`src/rtl/rf_wb_arbiter.sv`:
```
`default_nettype none
// ============================================================================
// Module   : rf_wb_arbiter
// Purpose  : Write-back arbiter for the 32x32 integer register file plus a
//            pending-load scoreboard. EX, an LSU holding FIFO and the debug
//            port share the single write port (priority EX > LSU > debug).
// Option   : RF_WB_STARVE_EN - enables the LSU starvation counter that
//            stalls EX for one cycle so a blocked load can retire.
// Revision : 1.0 - initial release
// ============================================================================
module rf_wb_arbiter #(
    parameter int DEPTH        = 2,
    parameter int STARVE_LIMIT = 4
) (
    input  logic        clk,
    input  logic        rst_n,
    input  logic        ex_we_i,
    input  logic [4:0]  ex_waddr_i,
    input  logic [31:0] ex_wdata_i,
    input  logic        lsu_valid_i,
    output logic        lsu_ready_o,
    input  logic [4:0]  lsu_waddr_i,
    input  logic [31:0] lsu_wdata_i,
    input  logic        dbg_req_i,
    output logic        dbg_gnt_o,
    input  logic [4:0]  dbg_waddr_i,
    input  logic [31:0] dbg_wdata_i,
    input  logic        ld_issue_i,
    input  logic [4:0]  ld_issue_addr_i,
    output logic [31:0] sb_busy_o,
    output logic        ex_stall_o,
    output logic        rf_we_o,
    output logic [4:0]  rf_waddr_o,
    output logic [31:0] rf_wdata_o
);

    localparam int               C_AW    = $clog2(DEPTH);
    localparam logic [C_AW:0]    C_DEPTH = (C_AW + 1)'(DEPTH);

    // LSU holding FIFO
    logic [4:0]      r_fifo_addr [DEPTH];
    logic [31:0]     r_fifo_data [DEPTH];
    logic [C_AW-1:0] r_wptr;
    logic [C_AW-1:0] r_rptr;
    logic [C_AW:0]   r_count;

    logic            w_empty;
    logic            w_push;
    logic            w_pop;
    logic            w_stall;
    logic            w_ex_we;
    logic [4:0]      w_head_addr;
    logic [31:0]     w_head_data;
    logic [31:0]     w_sb_set;
    logic [31:0]     w_sb_clr;

    // Registered write port and scoreboard
    logic            r_rf_we;
    logic [4:0]      r_rf_waddr;
    logic [31:0]     r_rf_wdata;
    logic [31:0]     r_sb_busy;

    assign w_empty     = (r_count == '0);
    assign w_head_addr = r_fifo_addr[r_rptr];
    assign w_head_data = r_fifo_data[r_rptr];

    // Ready looks only at the registered count: a same-cycle pop never
    // raises it, and there is no path from lsu_valid_i.
    assign lsu_ready_o = rst_n && (r_count < C_DEPTH);
    assign w_push      = lsu_valid_i && lsu_ready_o;

    // During a starvation stall EX is held, so its request is ignored.
    assign w_ex_we     = ex_we_i && !w_stall;
    assign w_pop       = !w_empty && !w_ex_we;
    assign dbg_gnt_o   = rst_n && dbg_req_i && !ex_we_i && w_empty;
    assign ex_stall_o  = w_stall;

`ifdef RF_WB_STARVE_EN
    localparam int                C_SW    = $clog2(STARVE_LIMIT + 1);
    localparam logic [C_SW-1:0]   C_LIMIT = C_SW'(STARVE_LIMIT);

    logic [C_SW-1:0] r_starve;

    assign w_stall = !w_empty && (r_starve >= C_LIMIT);

    // Count cycles in which a waiting LSU head loses to EX; any pop clears it.
    always_ff @(posedge clk) begin
        if (!rst_n) begin
            r_starve <= '0;
        end else if (w_pop) begin
            r_starve <= '0;
        end else if (ex_we_i && !w_empty) begin
            r_starve <= r_starve + 1'b1;
        end
    end
`else
    // A legal STARVE_LIMIT is positive, so this is constant 0; it keeps the
    // parameter referenced when the counter is compiled out.
    assign w_stall = (STARVE_LIMIT < 0);
`endif

    // FIFO pointers and occupancy; pointers wrap modulo DEPTH.
    always_ff @(posedge clk) begin
        if (!rst_n) begin
            r_wptr  <= '0;
            r_rptr  <= '0;
            r_count <= '0;
        end else begin
            if (w_push) r_wptr <= r_wptr + 1'b1;
            if (w_pop)  r_rptr <= r_rptr + 1'b1;
            case ({w_push, w_pop})
                2'b10:   r_count <= r_count + 1'b1;
                2'b01:   r_count <= r_count - 1'b1;
                default: r_count <= r_count;
            endcase
        end
    end

    // FIFO storage; contents are don't-care while the entry is not counted.
    always_ff @(posedge clk) begin
        if (w_push) begin
            r_fifo_addr[r_wptr] <= lsu_waddr_i;
            r_fifo_data[r_wptr] <= lsu_wdata_i;
        end
    end

    // Registered write port: EX, then FIFO head, then debug. x0 never writes.
    always_ff @(posedge clk) begin
        if (!rst_n) begin
            r_rf_we    <= 1'b0;
            r_rf_waddr <= '0;
            r_rf_wdata <= '0;
        end else if (w_ex_we) begin
            r_rf_we    <= (ex_waddr_i != 5'd0);
            r_rf_waddr <= ex_waddr_i;
            r_rf_wdata <= ex_wdata_i;
        end else if (w_pop) begin
            r_rf_we    <= (w_head_addr != 5'd0);
            r_rf_waddr <= w_head_addr;
            r_rf_wdata <= w_head_data;
        end else if (dbg_gnt_o) begin
            r_rf_we    <= (dbg_waddr_i != 5'd0);
            r_rf_waddr <= dbg_waddr_i;
            r_rf_wdata <= dbg_wdata_i;
        end else begin
            r_rf_we    <= 1'b0;
        end
    end

    assign w_sb_set = (ld_issue_i && (ld_issue_addr_i != 5'd0)) ? (32'd1 << ld_issue_addr_i) : 32'd0;
    assign w_sb_clr = w_pop ? (32'd1 << w_head_addr) : 32'd0;

    // Pending-load bitmap; a set on the same edge as a clear wins.
    always_ff @(posedge clk) begin
        if (!rst_n) begin
            r_sb_busy <= '0;
        end else begin
            r_sb_busy <= ((r_sb_busy & ~w_sb_clr) | w_sb_set) & ~32'd1;
        end
    end

    assign rf_we_o    = r_rf_we;
    assign rf_waddr_o = r_rf_waddr;
    assign rf_wdata_o = r_rf_wdata;
    assign sb_busy_o  = r_sb_busy;

endmodule
`default_nettype wire
```
`config.mk`:
```
export PLATFORM = sky130hd
export DESIGN_NAME = rf_wb_arbiter
export DESIGN_NICKNAME = d
export VERILOG_FILES = /design/src/rtl/rf_wb_arbiter.sv
export SDC_FILE = /design/constraint.sdc
export NUM_CORES = 1
export LEC_CHECK = 0
export ABC_AREA = 1
export BUFFER_PORTS_ARGS = -buffer_cell sky130_fd_sc_hd__buf_4
export CELL_PAD_IN_SITES_DETAIL_PLACEMENT = 1
export CELL_PAD_IN_SITES_GLOBAL_PLACEMENT = 1
export CORE_MARGIN = 5
export CORE_UTILIZATION = 34
export CTS_CLUSTER_SIZE = 20
export DETAILED_ROUTE_END_ITERATION = 6
export GPL_TIMING_DRIVEN = 0
export PLACE_DENSITY_LB_ADDON = 0.1
export SYNTH_ARGS = -nofsm -noshare
export SYNTH_HDL_FRONTEND = slang
export SYNTH_SLANG_ARGS = --single-unit
export TNS_END_PERCENT = 1
```
`constraint.sdc`:
```
create_clock -name clk -period 2.5 [get_ports clk]
set_input_delay 0.375 -clock clk [delete_from_list [all_inputs] [get_ports clk]]
set_output_delay 0.375 -clock clk [all_outputs]
set_load 0.02 [all_outputs]
```
==> results.yml, run 1 <==
run_status:
  status: "completed"
logic_synthesis:
  synthCells: 733
  ys_ff_latch: 148
  synth_edf_count: 74
  synth_ff_type: "edfxtp_1"
  ys_types: 31
  synthArstFlopShare: 0
  postSynthAreaPerCell_sq_um: 8.702
  synth_area_sq_um: 6379
  synth_common_cells: "nand2_1, dfxtp_1, edfxtp_1"
  synth-seq-area-share: 0.5806
  synth_top_area_frac: 0.3484
  yosysMostFrequentCell: "nand2_1"
  yosysTopAreaCell: "edfxtp_1"
  synth_area_leaders: "edfxtp_1, dfxtp_1, nand2_1"
  synth_warnings: 0
place:
  place_hpwl_um: 16580
  place_congestion: 0.8340
  io_buffers: 190
detailed_routing:
  first_pass_iters: 4
  vias: 5827
  ant_nets: 0
  drt-vias-per-instance: 4.888
  routedWlPerCell_um: 18.07
  routed_wl_um: 21540
  drc: 0
  first_iter_violations: 215
cts:
  holdBufCountCts: 0
  clk_pin_slew_ns: 0.06
  numClockSinks: 148
  cts_inserted_buffers: 17
  ctsRootBufferMaster: "clkbuf_16"
  post-cts-setup-buffers: 0
  clock_path_buffers: 2
  htree_levels: 4
  cts_tree: "built"
  cts_resized: 0
  clkLatencyLatePin_ns: 0.43
sta:
  clock_skew_ns: 0.01289
  maxSlewHeadroom: 0.6029
  setup-violations-final: 0
  tightest_slew_ns: 0.5957
  slew_viol_final: 0
  fin_crit_sh: 0.7890
  fin_crit_ns: 1.972
  whs_ns: 0.1320
  timing.fmax_ghz: 0.5070
  rsz0062_at_grt: "false"
  finalHoldViolations: 0
critical_path:
  path_delay_family: "simple AND/OR/NAND/NOR gates"
  arrival_ns: 2.26
  timing.rr.start: "r_count[1]"
  worstPathRequired_ns: 2.78
  cp-end-kind: "flip-flop"
  startpoint_type: "flip-flop"
  path_cells: "nor2_2 > nor2_1 > buf_2 > ha_1 > a21oi_1 > o21ai_0 > xor2_1 > nor2_1"
  crit_path_top_delay_cell: "dfxtp_1"
  critPathKind: "reg2reg"
  path_buf_inv: 1
  r2r_slack_ns: 0.53
  cpPeakStageDelay_ns: 0.41
  path_max_fanout: 10
  worst_r2r_path_depth: 8
  r2r-end: "r_count[1]"
  crit_top_cell: "nor2_1"
power:
  p_per_area_nw_per_um2: 811.6
  power_frac_comb: 0.222
  power_leakage_uw: 0.003742
  ir_drop_mv: 0.5021
  p_seq_frac: 0.400
  switchingPower_uw: 2111
  clock_power_share: 0.378
  p_int_uw: 5011
  switching_share: 0.2964
floorplanning:
  num_rows: 50
  dieArea_sq_um: 21600
  start_util: 0.3433
  core_sq_um: 18580
  dieWidth_um: 147.0
  die_y_um: 147.0
  io_pins: 195
grt:
  grt_pass1_vias: 6280
  grt_usage: 0.1988
  grt_max_degree: 31
  grt_pass1_wl_um: 33350
  overflow: 0
  antenna_found_initial: 0
layout:
  nNetsFinal: 1068
  drive_above_1_share: 0.2745
  final_core_util: 0.4723
  multi_input_area_sq_um: 2266
  regArea_sq_um: 3704
  antenna_cells: 0
  syn2layout_area_growth_pct: 37.56
  fillers: 2218
hold_path:
  hold_path.startpoint: "lsu_wdata_i[13]"
  worstHoldPathType: "in2reg"
  min_to: "r_fifo_data[0][13]"
  holdPathStages: 1
run:
  maxCapViolCount: 0
## cell usage in the layout, fill, tap and decap left out, types with 3 or more instances in the layout
cell type and count:
nand2_1 240, inv_1 41, nand2_2 3, clkbuf_16 17, clkbuf_1 17, o221ai_1 6, nor2_4 3, buf_2 13
nor2_1 37, a31oi_1 31, clkinv_4 4, bufinv_16 4, buf_6 6, o21ai_0 67, dfxtp_1 74, buf_4 198
nand3_1 55, a21oi_1 43, edfxtp_1 74
## per-layer routing
metal,wire length [um],up-vias,global-route usage
met4,465,0,0.06897
li1,-,2895,-
met3,1227,31,0.05059
met1,8935,2758,0.2316
met5,0,-,0
met2,10910,143,0.3552
## cell type report
class                   count  share of cell area
flip-flops and latches    148              0.4221
multi-input cells         498              0.2582
repair buffers            192              0.1671
clock buffers              20             0.04976
well taps                 234             0.03337
plain buffers              42             0.02852
clock inverters            12             0.02068
inverters                  46             0.02025
## per-stage QoR
step	worst slack, ns	cell area (sq um)	power [uW]	instances	setup TNS (ns)
global placement	-1.722	8102	4444	1158	-126.78
detailed placement	0.3781	8157	4502	1160	0
global route	0.3220	8775	7470	1192	0
floorplan	-0.5579	6382	3780	734	-41.28
CTS	0.5201	8775	7203	1192	0
finish	0.5276	8775	7121	1192	0
## logic make-up after synthesis
group	synth area share
AO/OA/AOI/OAI	0.1297
XOR/XNOR	0.001373
adder cells (fa/ha/maj)	0.001961
buffers and inverters	0.06708
flip-flops	0.5806
other	0.0005879
AND/OR/NAND/NOR	0.2187
## power groups by stage
stage	sequential (uW)	combinational, uW	clock, uW
final	2850	1580	2690
after global routing	2870	1740	2860
after CTS	2850	1610	2750
after detailed placement	2900	1600	0
after global placement	2890	1550	0
after floorplan	3020	756	0
## sequential cells by signal (all words and copies together) (netlist names), named ones only
register,flops
r_fifo_data,64
rf_wdata_o,32
sb_busy_o,31
r_fifo_addr,10
rf_waddr_o,5
r_count,2
r_rptr,1
r_wptr,1
rf_we_o,1
## how the worst max path moves through the flow
| stage | to | start | cells past startpoint |
|---|---|---|---|
| 5_1_grt | r_count[1] | r_count[1] | 8 |
| 2_1_floorplan | r_fifo_addr[0][0] | rst_n | 4 |
| 3_3_place_gp | r_fifo_addr[1][3] | rst_n | 5 |
| 3_5_place_dp | r_count[1] | rst_n | 9 |
| 4_1_cts | r_count[1] | r_count[1] | 8 |
| 6_report | r_count[1] | r_count[1] | 8 |
No activity file was read; power rests on OpenSTA's default activity.
==> run 2: changes to the inputs <==
==> constraint.sdc (replaced) <==
create_clock -name clk -period 1.8 [get_ports clk]
set_input_delay 0.27 -clock clk [delete_from_list [all_inputs] [get_ports clk]]
set_output_delay 0.27 -clock clk [all_outputs]
set_load 0.02 [all_outputs]
==> results.yml, run 2 (synthesis results as in run 1) <==
grt:
  grt_max_degree: 38
  overflow: 0
  grt_pass1_vias: 6588
  antenna_found_initial: 0
  grt_usage: 0.2043
  grt_pass1_wl_um: 34680
cts:
  ctsRootBufferMaster: "clkbuf_16"
  post-cts-setup-buffers: 0
  cts_tree: "built"
  clock_path_buffers: 2
  clk_pin_slew_ns: 0.07
  clkLatencyLatePin_ns: 0.43
  holdBufCountCts: 0
  numClockSinks: 148
  htree_levels: 4
  cts_inserted_buffers: 17
sta:
  slew_viol_final: 0
  tightest_slew_ns: 1.243
  maxSlewHeadroom: 0.1696
  worst_slack_ns: -0.1158
  fin_crit_sh: 1.064
  finalSetupTns_ns: -7.236
  finalHoldViolations: 0
  rsz0062_at_grt: "true"
  setup-violations-final: 75
  timing.fmax_ghz: 0.5220
  clock_skew_ns: 0.01143
  fin_crit_ns: 1.916
floorplanning:
  dieArea_sq_um: 21600
  start_util: 0.3433
  dieWidth_um: 147.0
  io_pins: 195
  core_sq_um: 18580
  num_rows: 50
  die_y_um: 147.0
detailed_routing:
  routedWlPerCell_um: 18.56
  first_iter_violations: 209
  drt-vias-per-instance: 4.961
  drc: 0
  routed_wl_um: 22080
  ant_nets: 0
  vias: 5904
  first_pass_iters: 4
critical_path:
  startpoint_type: "flip-flop"
  arrival_ns: 1.95
  path_max_fanout: 37
  critPathKind: "reg2reg"
  worstPathRequired_ns: 1.83
  cp-end-kind: "flip-flop"
power:
  power_frac_comb: 0.231
  clock_power_share: 0.355
  power_leakage_uw: 0.003700
  p_seq_frac: 0.414
  p_int_uw: 6455
  switchingPower_uw: 3112
  switching_share: 0.3253
  ir_drop_mv: 0.7046
  p_per_area_nw_per_um2: 1098
layout:
  fillers: 2211
  largest_reg_flops: 64
  nNetsFinal: 1066
  regMostFlops: "r_fifo_data"
  final_cell_mix: "nand2_1, buf_4, edfxtp_1"
  drive_above_1_share: 0.2856
  syn2layout_area_growth_pct: 36.64
  antenna_cells: 0
  final_common_cell: "nand2_1"
place:
  place_congestion: 0.8153
  place_hpwl_um: 16750
  pre_cts_ws_ns: -0.6450
  io_buffers: 190
run_status:
  status: "complete, but fails checks"
  violations: "negative setup slack"
hold_path:
  worstHoldPathType: "in2reg"
run:
  maxCapViolCount: 0
==> run 2: area by class of cell <==
class / count / area [sq um] / share of cell area
tap: 234 / 292.8 / 0.03359
multi-input combinational: 498 / 2296 / 0.2634
sequential: 148 / 3705 / 0.4251
buffer: 42 / 252.7 / 0.02900
clock inverter: 15 / 140.1 / 0.01608
inverter: 46 / 177.7 / 0.02038
timing repair buffer: 190 / 1426 / 0.1637
clock buffer: 17 / 425.4 / 0.04881
==> run 2: through the flow <==
| step | total power [uW] | hold WS (ns) | utilization | instance area [sq um] | instances |
|---|---|---|---|---|---|
| 6_report | 9567 | 0.02564 | 0.4691 | 8716 | 1190 |
| 5_1_grt | 10050 | 0.0001803 | 0.4691 | 8716 | 1190 |
| 2_1_floorplan | 5259 | 0.3689 | - | 6407 | 734 |
| 3_5_place_dp | 6247 | 0.4513 | 0.4374 | 8127 | 1158 |
| 3_3_place_gp | 6178 | 0.4380 | 0.4374 | 8127 | 1158 |
| 4_1_cts | 9654 | 0.006974 | 0.4684 | 8703 | 1190 |
==> run 2: worst max-delay path, cell delays in order (launching register included) <==
cell     delay [ns]
dfxtp_2        0.36
nor2_4         0.13
nand2_4        0.10
nor2_4         0.94
==> run 2: layer usage <==
| metal | share of wire | wire length (um) | GRT usage | vias to the layer above |
|---|---|---|---|---|
| met5 | 0 | 0 | 0 | - |
| met4 | 0.021 | 470 | 0.06291 | 0 |
| met3 | 0.060 | 1314 | 0.05614 | 36 |
| met2 | 0.52 | 11510 | 0.3734 | 161 |
| met1 | 0.40 | 8788 | 0.2317 | 2816 |
| li1 | - | - | - | 2891 |
==> run 2: power groups by stage <==
stage | logic [uW] | registers [uW] | clock network [uW]
final | 2210 | 3960 | 3390
after detailed placement | 2210 | 4030 | 0
after CTS | 2230 | 3960 | 3460
after floorplan | 1060 | 4200 | 0
after global routing | 2440 | 3990 | 3620
after global placement | 2160 | 4020 | 0
==> run 2: path summary, 6_finish.rpt <==
check	end	depth (start not counted)	start	slack [ns]
min reg2reg	r_rptr	1	r_rptr	0.46
min	r_fifo_data[0][12]	1	lsu_wdata_i[12]	0.03
max	r_fifo_data[1][1]	3	r_count[1]	-0.12
max reg2reg	r_fifo_data[1][1]	3	r_count[1]	-0.12
==> run 2: timing repair <==
| action | 4_1_cts | 5_1_grt |
|---|---|---|
| gates cloned | 0 | 0 |
| gates resized for setup | 4 | 5 |
| endpoints found under the setup margin | 76 | 89 |
| pin swaps | 2 | 0 |
==> run 3: changes to the inputs <==
--- a/config.mk
+++ b/config.mk
@@ -9,7 +9,7 @@
 export BUFFER_PORTS_ARGS = -buffer_cell sky130_fd_sc_hd__buf_4
 export CELL_PAD_IN_SITES_DETAIL_PLACEMENT = 1
 export CELL_PAD_IN_SITES_GLOBAL_PLACEMENT = 1
-export CORE_MARGIN = 5
+export CORE_MARGIN = 10
 export CORE_UTILIZATION = 34
 export CTS_CLUSTER_SIZE = 20
 export DETAILED_ROUTE_END_ITERATION = 6
==> results.yml, run 3 (synthesis results as in run 1) <==
critical_path:
  path_delay_family: "simple AND/OR/NAND/NOR gates"
  path_buf_inv: 0
  cpPeakStageDelay_ns: 0.91
  critPathKind: "reg2reg"
  path_cells: "nor2_4 > nand2_4 > nor2_4"
  path_max_fanout: 37
  crit_path_top_delay_cell: "nor2_4"
  startpoint_type: "flip-flop"
  crit_top_cell: "nor2_4"
  worstPathRequired_ns: 1.85
  cp-end-kind: "flip-flop"
  arrival_ns: 1.96
layout:
  final_core_util: 0.4783
  design_area_sq_um: 8887
  nNetsFinal: 1071
  regMostFlops: "r_fifo_data"
  final_common_cell: "nand2_1"
  drive_above_1_share: 0.2830
  largest_reg_flops: 64
  syn2layout_area_growth_pct: 39.33
  final_cell_mix: "nand2_1, buf_4, edfxtp_1"
  antenna_cells: 0
detailed_routing:
  route.met2.wl_um: 12200
  drt-vias-per-instance: 5.000
  ant_nets: 0
  wl_met1_um: 9156
  dr_wl_met3_um: 1395
  vias: 5975
  routedWlPerCell_um: 19.54
  top_layer_used: "met4"
  drc: 0
  first_iter_violations: 192
  first_pass_iters: 4
  routed_wl_um: 23350
sta:
  slew_viol_final: 0
  setup-violations-final: 75
  clock_skew_ns: 0.01171
  whs_ns: 0.01678
  fin_crit_sh: 1.064
  maxSlewHeadroom: 0.1894
  tightest_slew_ns: 1.213
  fin_crit_ns: 1.915
  timing.fmax_ghz: 0.5221
  rsz0062_at_grt: "true"
  worst_slack_ns: -0.1153
  finalSetupTns_ns: -7.069
  finalHoldViolations: 0
place:
  io_buffers: 190
  place_hpwl_um: 17680
  place_area_sq_um: 8127
  place_congestion: 0.8466
floorplanning:
  num_rows: 50
  dieWidth_um: 157.0
  die_y_um: 157.0
  start_util: 0.3433
  io_pins: 195
  core_sq_um: 18580
  dieArea_sq_um: 24640
power:
  ir_drop_mv: 0.7821
  power_leakage_uw: 0.003775
  p_per_area_nw_per_um2: 1166
  power_uw: 10360
cts:
  numClockSinks: 148
  cts_tree: "built"
  clk_pin_slew_ns: 0.07
  clkLatencyLatePin_ns: 0.44
  cts_inserted_buffers: 17
  ctsRootBufferMaster: "clkbuf_16"
  htree_levels: 4
  clock_path_buffers: 2
grt:
  grt_pass1_vias: 6539
  overflow: 0
  antenna_found_initial: 0
  grt_max_degree: 38
  grt_pass1_wl_um: 35560
  grt_usage: 0.1895
run_status:
  violations: "negative setup slack"
  status: "complete, but fails checks"
hold_path:
  worstHoldPathType: "in2reg"
run:
  maxCapViolCount: 0
-- run 3: cell count changes in the layout (fill, tap and decap cells not counted), moves of 2 or more --
cell and change:
inv_6 -2, bufinv_16 +6, dlygate4sd3_1 +5, clkinv_4 -3
-- run 3: layer usage --
metal,GRT usage,vias to the layer above
li1,-,2900
met1,0.2010,2886
met2,0.3423,150
met3,0.05486,39
met4,0.08180,0
met5,0,-
-- run 3: worst reg2reg max path: cells and delay by family, from the launching register on --
kind | cells | cell delay, ns
simple gates | 3 | 1.14
flops | 1 | 0.36
-- run 3: what timing repair did --
action,in CTS,in global routing
hold buffers,5,0
endpoints found under the setup margin,77,87
resized for setup,7,5
setup buffers,0,0
endpoints found under the hold margin,8,0
pin swaps,2,1
-- run 3: through the flow --
stage                     instances  worst slack [ns]
after floorplan                 734           0.03895
after global placement         1158           -0.5557
after detailed placement       1158           -0.6352
after CTS                      1195           -0.1906
after global routing           1195           -0.2628
final                          1195           -0.1153
-- run 3: worst paths after layout --
kind | to | slack (ns) | cells after the start | from
max | r_fifo_data[0][2] | -0.12 | 3 | r_count[1]
min | r_fifo_data[0][12] | 0.02 | 1 | lsu_wdata_i[12]
max reg2reg | r_fifo_data[0][2] | -0.12 | 3 | r_count[1]
min reg2reg | sb_busy_o[3] | 0.47 | 2 | sb_busy_o[3]
-- run 3: power by group --
part / switching, uW / internal [uW]
registers: 144 / 3820
logic: 1430 / 820
clock network: 1530 / 2620
total: 3100 / 7260
-- run 3: layout make-up --
type                    instances  area [sq um]
plain buffers                  42         256.5
clock buffers                  17         425.4
clock inverters                15         249.0
fillers                      2169          9693
inverters                      46         181.4
multi-input cells             498          2301
flip-flops and latches        148          3705
well taps                     234         292.8
repair buffers                195          1476
